File: src/rtl/loopback_xform_buffer.sv
// loopback_xform_buffer: register-mapped fill/drain loopback buffer.
// Software pushes DEPTH words through DATA_IN (each transformed on entry by
// the CTRL mode and OPERAND), then pops them back from DATA_OUT.
module loopback_xform_buffer #(
    parameter int          DATA_W      = 16,
    parameter int          DEPTH       = 25,
    parameter int unsigned OFFSET_INIT = 5
) (
    input  logic              clk,
    input  logic              reset,
    input  logic              chipselect,
    input  logic [2:0]        address,
    input  logic              read,
    input  logic              write,
    input  logic [DATA_W-1:0] writedata,
    output logic [DATA_W-1:0] readdata,
    output logic              done
);
    localparam int CNT_W = $clog2(DEPTH + 1);
    localparam int PTR_W = $clog2(DEPTH);
    localparam logic [CNT_W-1:0] CNT_LAST = CNT_W'(DEPTH - 1);
    localparam logic [CNT_W-1:0] CNT_ONE  = CNT_W'(1);
    localparam logic [PTR_W-1:0] PTR_ONE  = PTR_W'(1);

    localparam logic [2:0] A_CTRL = 3'd0;
    localparam logic [2:0] A_STAT = 3'd1;
    localparam logic [2:0] A_OPND = 3'd2;
    localparam logic [2:0] A_DIN  = 3'd3;
    localparam logic [2:0] A_DOUT = 3'd4;

    typedef enum logic { S_FILL, S_DRAIN } state_t;

    state_t            r_state;
    logic [1:0]        r_mode;
    logic [DATA_W-1:0] r_operand;
    logic              r_ovf;
    logic              r_udf;
    logic [CNT_W-1:0]  r_cnt;
    logic [PTR_W-1:0]  r_wr_ptr;
    logic [PTR_W-1:0]  r_rd_ptr;
    logic              r_done;
    logic [DATA_W-1:0] r_rdata;
    logic [DATA_W-1:0] r_mem [DEPTH];

    // A simultaneous read+write is treated as a write only.
    logic              w_wr;
    logic              w_rd;
    logic              w_push;
    logic [DATA_W:0]   w_sum;
    logic [DATA_W-1:0] w_xf;
    logic [DATA_W-1:0] w_status;

    assign w_wr   = chipselect & write;
    assign w_rd   = chipselect & read & ~write;
    assign w_push = w_wr && (address == A_DIN) && (r_state == S_FILL);
    assign w_sum  = {1'b0, writedata} + {1'b0, r_operand};

    // Entry transform, using the mode/operand currently held in the registers
    always_comb begin
        case (r_mode)
            2'd0:    w_xf = writedata;
            2'd1:    w_xf = w_sum[DATA_W-1:0];
            2'd2:    w_xf = w_sum[DATA_W] ? '1 : w_sum[DATA_W-1:0];
            default: w_xf = writedata ^ r_operand;
        endcase
    end

    // STATUS word: done, overflow, underflow, occupancy count
    always_comb begin
        w_status              = '0;
        w_status[0]           = r_done;
        w_status[1]           = r_ovf;
        w_status[2]           = r_udf;
        w_status[CNT_W+2:3]   = r_cnt;
    end

    // Word storage; contents survive reset and soft clear
    always_ff @(posedge clk) begin
        if (reset && w_push)
            r_mem[r_wr_ptr] <= w_xf;
    end

    // Register file, fill/drain FSM and registered read data
    always_ff @(posedge clk) begin
        if (!reset) begin
            r_state   <= S_FILL;
            r_mode    <= 2'd1;
            r_operand <= DATA_W'(OFFSET_INIT);
            r_ovf     <= 1'b0;
            r_udf     <= 1'b0;
            r_cnt     <= '0;
            r_wr_ptr  <= '0;
            r_rd_ptr  <= '0;
            r_done    <= 1'b0;
            r_rdata   <= '0;
        end else if (w_wr) begin
            case (address)
                A_CTRL: begin
                    r_mode <= writedata[1:0];
                    if (writedata[2]) begin
                        r_state  <= S_FILL;
                        r_cnt    <= '0;
                        r_wr_ptr <= '0;
                        r_rd_ptr <= '0;
                        r_done   <= 1'b0;
                        r_ovf    <= 1'b0;
                        r_udf    <= 1'b0;
                    end
                end
                A_STAT: begin
                    if (writedata[1]) r_ovf <= 1'b0;
                    if (writedata[2]) r_udf <= 1'b0;
                end
                A_OPND: r_operand <= writedata;
                A_DIN: begin
                    if (r_state == S_FILL) begin
                        r_cnt    <= r_cnt + CNT_ONE;
                        r_wr_ptr <= r_wr_ptr + PTR_ONE;
                        if (r_cnt == CNT_LAST) begin
                            r_state  <= S_DRAIN;
                            r_done   <= 1'b1;
                            r_wr_ptr <= '0;
                        end
                    end else begin
                        r_ovf <= 1'b1;
                    end
                end
                default: ;
            endcase
        end else if (w_rd) begin
            case (address)
                A_CTRL: r_rdata <= DATA_W'(r_mode);
                A_STAT: r_rdata <= w_status;
                A_OPND: r_rdata <= r_operand;
                A_DOUT: begin
                    if (r_state == S_DRAIN) begin
                        r_rdata  <= r_mem[r_rd_ptr];
                        r_cnt    <= r_cnt - CNT_ONE;
                        r_rd_ptr <= r_rd_ptr + PTR_ONE;
                        if (r_cnt == CNT_ONE) begin
                            r_state  <= S_FILL;
                            r_done   <= 1'b0;
                            r_rd_ptr <= '0;
                            r_wr_ptr <= '0;
                        end
                    end else begin
                        r_rdata <= '0;
                        r_udf   <= 1'b1;
                    end
                end
                default: r_rdata <= '0;
            endcase
        end
    end

    assign readdata = r_rdata;
    assign done     = r_done;

endmodule

File: config.mk
export PLATFORM = sky130hd
export DESIGN_NAME = loopback_xform_buffer
export DESIGN_NICKNAME = d
export VERILOG_FILES = /design/src/rtl/loopback_xform_buffer.sv
export SDC_FILE = /design/constraint.sdc
export NUM_CORES = 1
export LEC_CHECK = 0
export ABC_AREA = 1
export BUFFER_PORTS_ARGS = -buffer_cell sky130_fd_sc_hd__clkbuf_2
export CORE_ASPECT_RATIO = 0.5
export CORE_UTILIZATION = 30
export DETAILED_ROUTE_END_ITERATION = 8
export PLACE_DENSITY = 0.55
export SYNTH_ARGS = -nofsm -noshare
export SYNTH_HDL_FRONTEND = slang
export SYNTH_SLANG_ARGS = --single-unit
File: constraint.sdc
create_clock -name clk -period 6.28 [get_ports clk]
set_input_delay 0.628 -clock clk [delete_from_list [all_inputs] [get_ports clk]]
set_output_delay 0.628 -clock clk [all_outputs]
set_load 0.005 [all_outputs]
# ---- Word-level counts from Yosys, hierarchy flattened
# Memory sizes are Yosys's and may differ from the RTL's. A register that Yosys moved wholly into a read port is not among the register bits.
# Index checks and enable logic that the tools add are counted.
dict set report word_totals {
  regBits 53
  ram_bits 400
  input_bits 24
  out_inout_bits 17
  wordCells 117
  mem_count 1
}
dict set report op_classes {
  add_sub_neg 5
  eq_ne 19
  muxes 54
  n_bitwise 7
  n_reduce_logical 21
}
# name depth word_bits rd rd_clocked_by_memory_dff wr line_no
set memory_table {}
lappend memory_table {r_mem 25 16 1 1 1 43} ;# logic [DATA_W-1:0] r_mem [DEPTH];
# cell count
set ops {}
lappend ops {{$mux 5} 21}
lappend ops {{$pmux 16 s4} 1}
lappend ops {{$pmux 16 s3} 1}
lappend ops {{$mux 16} 2}
lappend ops {{$mux 1} 24}
lappend ops {{$pmux 5 s2} 2}
lappend ops {{$add 16x16->17} 1}
lappend ops {{$xor 16x16->16} 1}
lappend ops {{$add 5x1->5 const B} 3}
lappend ops {{$reduce_and 5->1} 3}
lappend ops {{$ne 2x2->1 const B} 5}
lappend ops {{$reduce_and 8->1} 1}
lappend ops {{$reduce_bool 2->1} 4}
lappend ops {{$reduce_and 7->1} 1}
lappend ops {{$eq 3x2->1 const B} 2}
lappend ops {{$ne 3x3->1 const B} 2}
lappend ops {{$reduce_and 2->1} 3}
lappend ops {{$reduce_and 6->1} 1}
lappend ops {{$eq 5x1->1 const B} 1}
lappend ops {{$eq 5x5->1 const B} 1}
lappend ops {{$sub 5x1->5 const B} 1}
lappend ops {{$ne 2x1->1 const B} 2}
lappend ops {{$pmux 1 s2} 2}
lappend ops {{$reduce_and 4->1} 1}
lappend ops {{other kinds (14)} 20}

# ---- Logic depth before layout (Yosys ltp)
dict set report logic_depth {
  word_depth 8
  ltp_mapped 15
  depth_no_buf 15
}

# ---- Least setup slack after synthesis
# No wires, ideal clock.
dict set report synth_path {
  path_type {input to register}
  startpoint {in write}
  endpoint {mem r_mem[24][0], enable pin}
  setup_ps 430
  arrival_time_ps 2952
  t_required_ps 5850
  setup_slack_ps 2898
  stages 7
  path_buffers 1
  path_cell_list {nand2_2 buf_2 nor2_1 inv_1 nor3_2 nand2_1 nor4_1}
}
dict set report synth_via {
  elab_chain_len 6
}
# item line_no
set synth_rtl {}
lappend synth_rtl {{start, declared} 14} ;# input logic write,
lappend synth_rtl {{$and 1x1->1} 53} ;# assign w_wr = chipselect & write;
lappend synth_rtl {{$logic_and 1x1->1 (2 in a row)} 55} ;# assign w_push = w_wr && (address == A_DIN) && (r_state == S_FILL);
lappend synth_rtl {{$logic_and 1x1->1} 79} ;# if (reset && w_push)
lappend synth_rtl {{$mux 1} 79}
lappend synth_rtl {{$mux 1 (implied by the code)} 80} ;# r_mem[r_wr_ptr] <= w_xf;
lappend synth_rtl {{end, declared} 43}
# Every way passes these cells.

# ---- Worst setup path after layout
dict set report layout_path {
  startpoint {reg r_operand[0]}
  endpoint {mem r_mem[7][10] (data pin)}
}
dict set report layout_via {
  elab_chain_len 3
}
# item line_no
set layout_rtl {}
lappend layout_rtl {{start, declared} 35} ;# logic [DATA_W-1:0] r_operand;
lappend layout_rtl {{start signal, assigned} 88} ;# r_operand <= DATA_W'(OFFSET_INIT);
lappend layout_rtl {{start signal, assigned} 114} ;# A_OPND: r_operand <= writedata;
lappend layout_rtl {{$add 16x16->17 (*)} 56} ;# assign w_sum = {1'b0, writedata} + {1'b0, r_operand};
lappend layout_rtl {{$mux 16} 63} ;# 2'd2: w_xf = w_sum[DATA_W] ? '1 : w_sum[DATA_W-1:0];
lappend layout_rtl {{$pmux 16 s3 (*)} 60} ;# case (r_mode)
lappend layout_rtl {{via w_xf[10]} 50} ;# logic [DATA_W-1:0] w_xf;
# The timed path passes the listed nets; every way through them passes the cells marked *.

==> metrics.csv <==
stage,metric,value,unit
logic_synthesis,yosys-top-cells-area,"edfxtp_1 (58%), nand2_1 (12%), nand3_1 (7.4%), dfxtp_1 (5.6%), inv_1 (3.6%)",
logic_synthesis,syn_area,0.0207,mm²
logic_synthesis,syn_nets,2182,
logic_synthesis,synth_edf_count,400,
clocking,post_cts_resized,0,
setup_path,worstReg2RegStart,r_operand[0],
timing,finalHoldViolCount,0,
setup_path,crit_type,register to register,
logic_synthesis,yosys.cell_types.count,45,
logic_synthesis,yosysSeqAreaShare,0.638,
final_layout,fill_cells,6730,
clocking,cts.sinks,458,
timing,finalCriticalPeriod,3.47,ns
floorplanning,core.rowCount,67,
final_layout,fin_nets,2211,
detailed_routing,ant_nets,0,
clocking,cts_tree,done,
setup_path,crit_chain,ha_1 -> inv_1 -> fa_1 -> inv_1 -> nand3_1 -> nand2_1 -> nand2_1 -> nand2_1 -> nand3_1 -> nand2b_1 -> inv_1 -> nand2_1 -> nand2_1 -> nand4_1,
final_layout,area_growth,13.4,%
setup_path,cp-startpoint,r_operand[0],
timing,relSlewSlack,0.271,
clocking,post_cts_buffers,0,
setup_path,slowest_delay,0.83,ns
pwr,powerDensity,270,mW/mm²
grt,grt_overflow,0,
clocking,clkLatencyLatePin,0.59,ns
floorplanning,dieArea,0.0700,mm²
detailed_routing,wl_per_cell,19.4,µm
setup_path,required,6.27,ns
setup_path,crit_buf_inv,3,
timing,worst_slack,2.81,ns
floorplanning,die_w,373,µm
detailed_routing,drc,0,
logic_synthesis,post-synth-top-count-cell,nand2_1,
placed_design,port_buffers,40,
floorplanning,ios,41,
timing,slew_viol_final,0,
grt,grt_max_degree,108,
worst_hold_path,hp-start,writedata[10],
final_layout,fin_cells,3089,
placed_design,place_ws,2.34,ns
run_status,status,"finished, final reports clean",
detailed_routing,vias,14800,
logic_synthesis,synth_top_area_frac,0.581,
placed_design,hpwl,35.6,mm
placed_design,post-place-cells,3010,
detailed_routing,viasPerCell,4.80,
floorplanning,initial_core_util,0.306,
logic_synthesis,synth-main-ff-cell,edfxtp_1,
timing,clock.fmax,288,MHz
clocking,clk_pin_slew,0.06,ns
floorplanning,die_h,188,µm
logic_synthesis,yosys_warnings,0,
grt,grt_antenna_before_repair,0,
floorplanning,core_area,0.0675,mm²
timing,tightestPinTransition,1.09,ns
logic_synthesis,synthArstFlopShare,0,
logic_synthesis,netlist_instances,2132,
logic_synthesis,syn_avg_cell_area,9.69,µm²
placed_design,gp_congestion,0.887,
timing,skew,0.0223,ns
flow_run,max-cap-violations,0,
logic_synthesis,synth_area_leader_cell,edfxtp_1,
detailed_routing,finalWirelength,60.0,mm
setup_path,cp_top_family,simple AND/OR/NAND/NOR gates,
clocking,hold_buffers,0,
setup_path,crit_path_start_kind,register,
pwr,irDropWorstVdd,0.176,mV
clocking,cts_made_buffers,46,
grt,grt_pass1_wl,89.7,mm
clocking,cts-root-buf,clkbuf_16,
detailed_routing,drtIter0Drc,1378,
final_layout,antenna_cells,0,
setup_path,crit_path_end_kind,register,
clocking,cts_buffer_depth,3,
timing,fin_crit_sh,0.553,
worst_hold_path,hold_path_class,input pin to register,
clocking,h-tree-depth,2,
setup_path,cp_common_cell,nand2_1,
grt,first_global_vias,14100,
setup_path,cp_max_fo,25,
final_layout,drive_above_1_share,0.0922,
timing,tns,0,ns
detailed_routing,firstDrtPassIters,7,
timing,setup_violations,0,
logic_synthesis,synthTopCellsByCount,"nand2_1 (653), edfxtp_1 (400), nand3_1 (305)",
grt,grt_usage,0.171,
timing,rsz0062_at_grt,no,
setup_path,crit_arrival,3.46,ns
setup_path,slowest_stage,nand4_1,
pwr,p_leak,0.00908,µW
logic_synthesis,ys_ff_latch,458,
where the power goes:
part | switching (µW) | leakage, µW | internal [µW] | total [µW]
Sequential | 5.10 | 0.00407 | 3390 | 3390
Clock | 1160 | 0.000686 | 1480 | 2640
Combinational | 230 | 0.00433 | 60.4 | 290
Total | 1390 | 0.00908 | 4930 | 6320
state kept, by name (all words and copies together), names as in the netlist, 2 cells and up, named ones only:
name and flops:
r_mode 2, r_operand 16, r_cnt 5, r_rd_ptr 5, r_mem 400, readdata 16
r_wr_ptr 5
placed cells by master (no fill, tap or decap), types with 40 or more instances in the layout:
| cell | count |
|---|---|
| clkbuf_16 | 47 |
| nand3_1 | 305 |
| buf_4 | 40 |
| nand2_1 | 653 |
| dfxtp_1 | 55 |
| nor2_1 | 150 |
| o21ai_0 | 59 |
| edfxtp_1 | 400 |
| clkbuf_2 | 40 |
| a21oi_1 | 47 |
| inv_1 | 198 |
worst paths after layout:
| check | depth (start not counted) | endpoint | slack [ns] |
|---|---|---|---|
| max | 14 | r_mem[7][10] | 2.81 |
| max reg2reg | 14 | r_mem[7][10] | 2.81 |
| min | 3 | r_operand[10] | 0.31 |
| min reg2reg | 2 | r_udf | 0.46 |
layout make-up:
cell class | instances | area, µm² | area share
clock inverters | 16 | 141 | 0.00604
inverters | 207 | 782 | 0.0334
clock buffers | 63 | 1260 | 0.0536
well taps | 897 | 1120 | 0.0479
flip-flops and latches | 458 | 13200 | 0.563
multi-input cells | 1367 | 6420 | 0.274
repair buffers | 81 | 520 | 0.0222
worst register-to-register path, delay by kind of cell (launching register included):
family / cells / cell delay (ns)
buffers and inverters: 3 / 0.51
adder cells (fa/ha/maj): 2 / 0.42
flip-flops: 1 / 0.34
AND/OR/NAND/NOR: 9 / 1.60
layer usage:
layer | part of all wire | track usage
met3 | 0.061 | 0.0249
met1 | 0.47 | 0.245
met5 | 0 | 0
met2 | 0.44 | 0.265
met4 | 0.030 | 0.0586
per-stage QoR:
stage               area (µm²)  hold WS, ns  power, µW  utilization
finish                   23400        0.313       6320        0.347
floorplan                20700        0.435       3610            -
CTS                      23400        0.291       6370        0.347
detailed placement       22000        0.450       3750        0.326
global placement         22000        0.449       3750        0.326
global route             23400        0.331       6500        0.347
logic make-up (layout without fill, tap and decap cells):
group,Yosys count,in the layout,share of synthesized area
AND/OR/NAND/NOR,1177,1177,0.239
flip-flops,458,458,0.638
buffers and inverters,307,367,0.0596
AO/OA/AOI/OAI,148,148,0.0412
adder cells (fa/ha/maj),26,26,0.0161
XOR/XNOR,16,16,0.00678
Power figures use the tool's default switching activity.
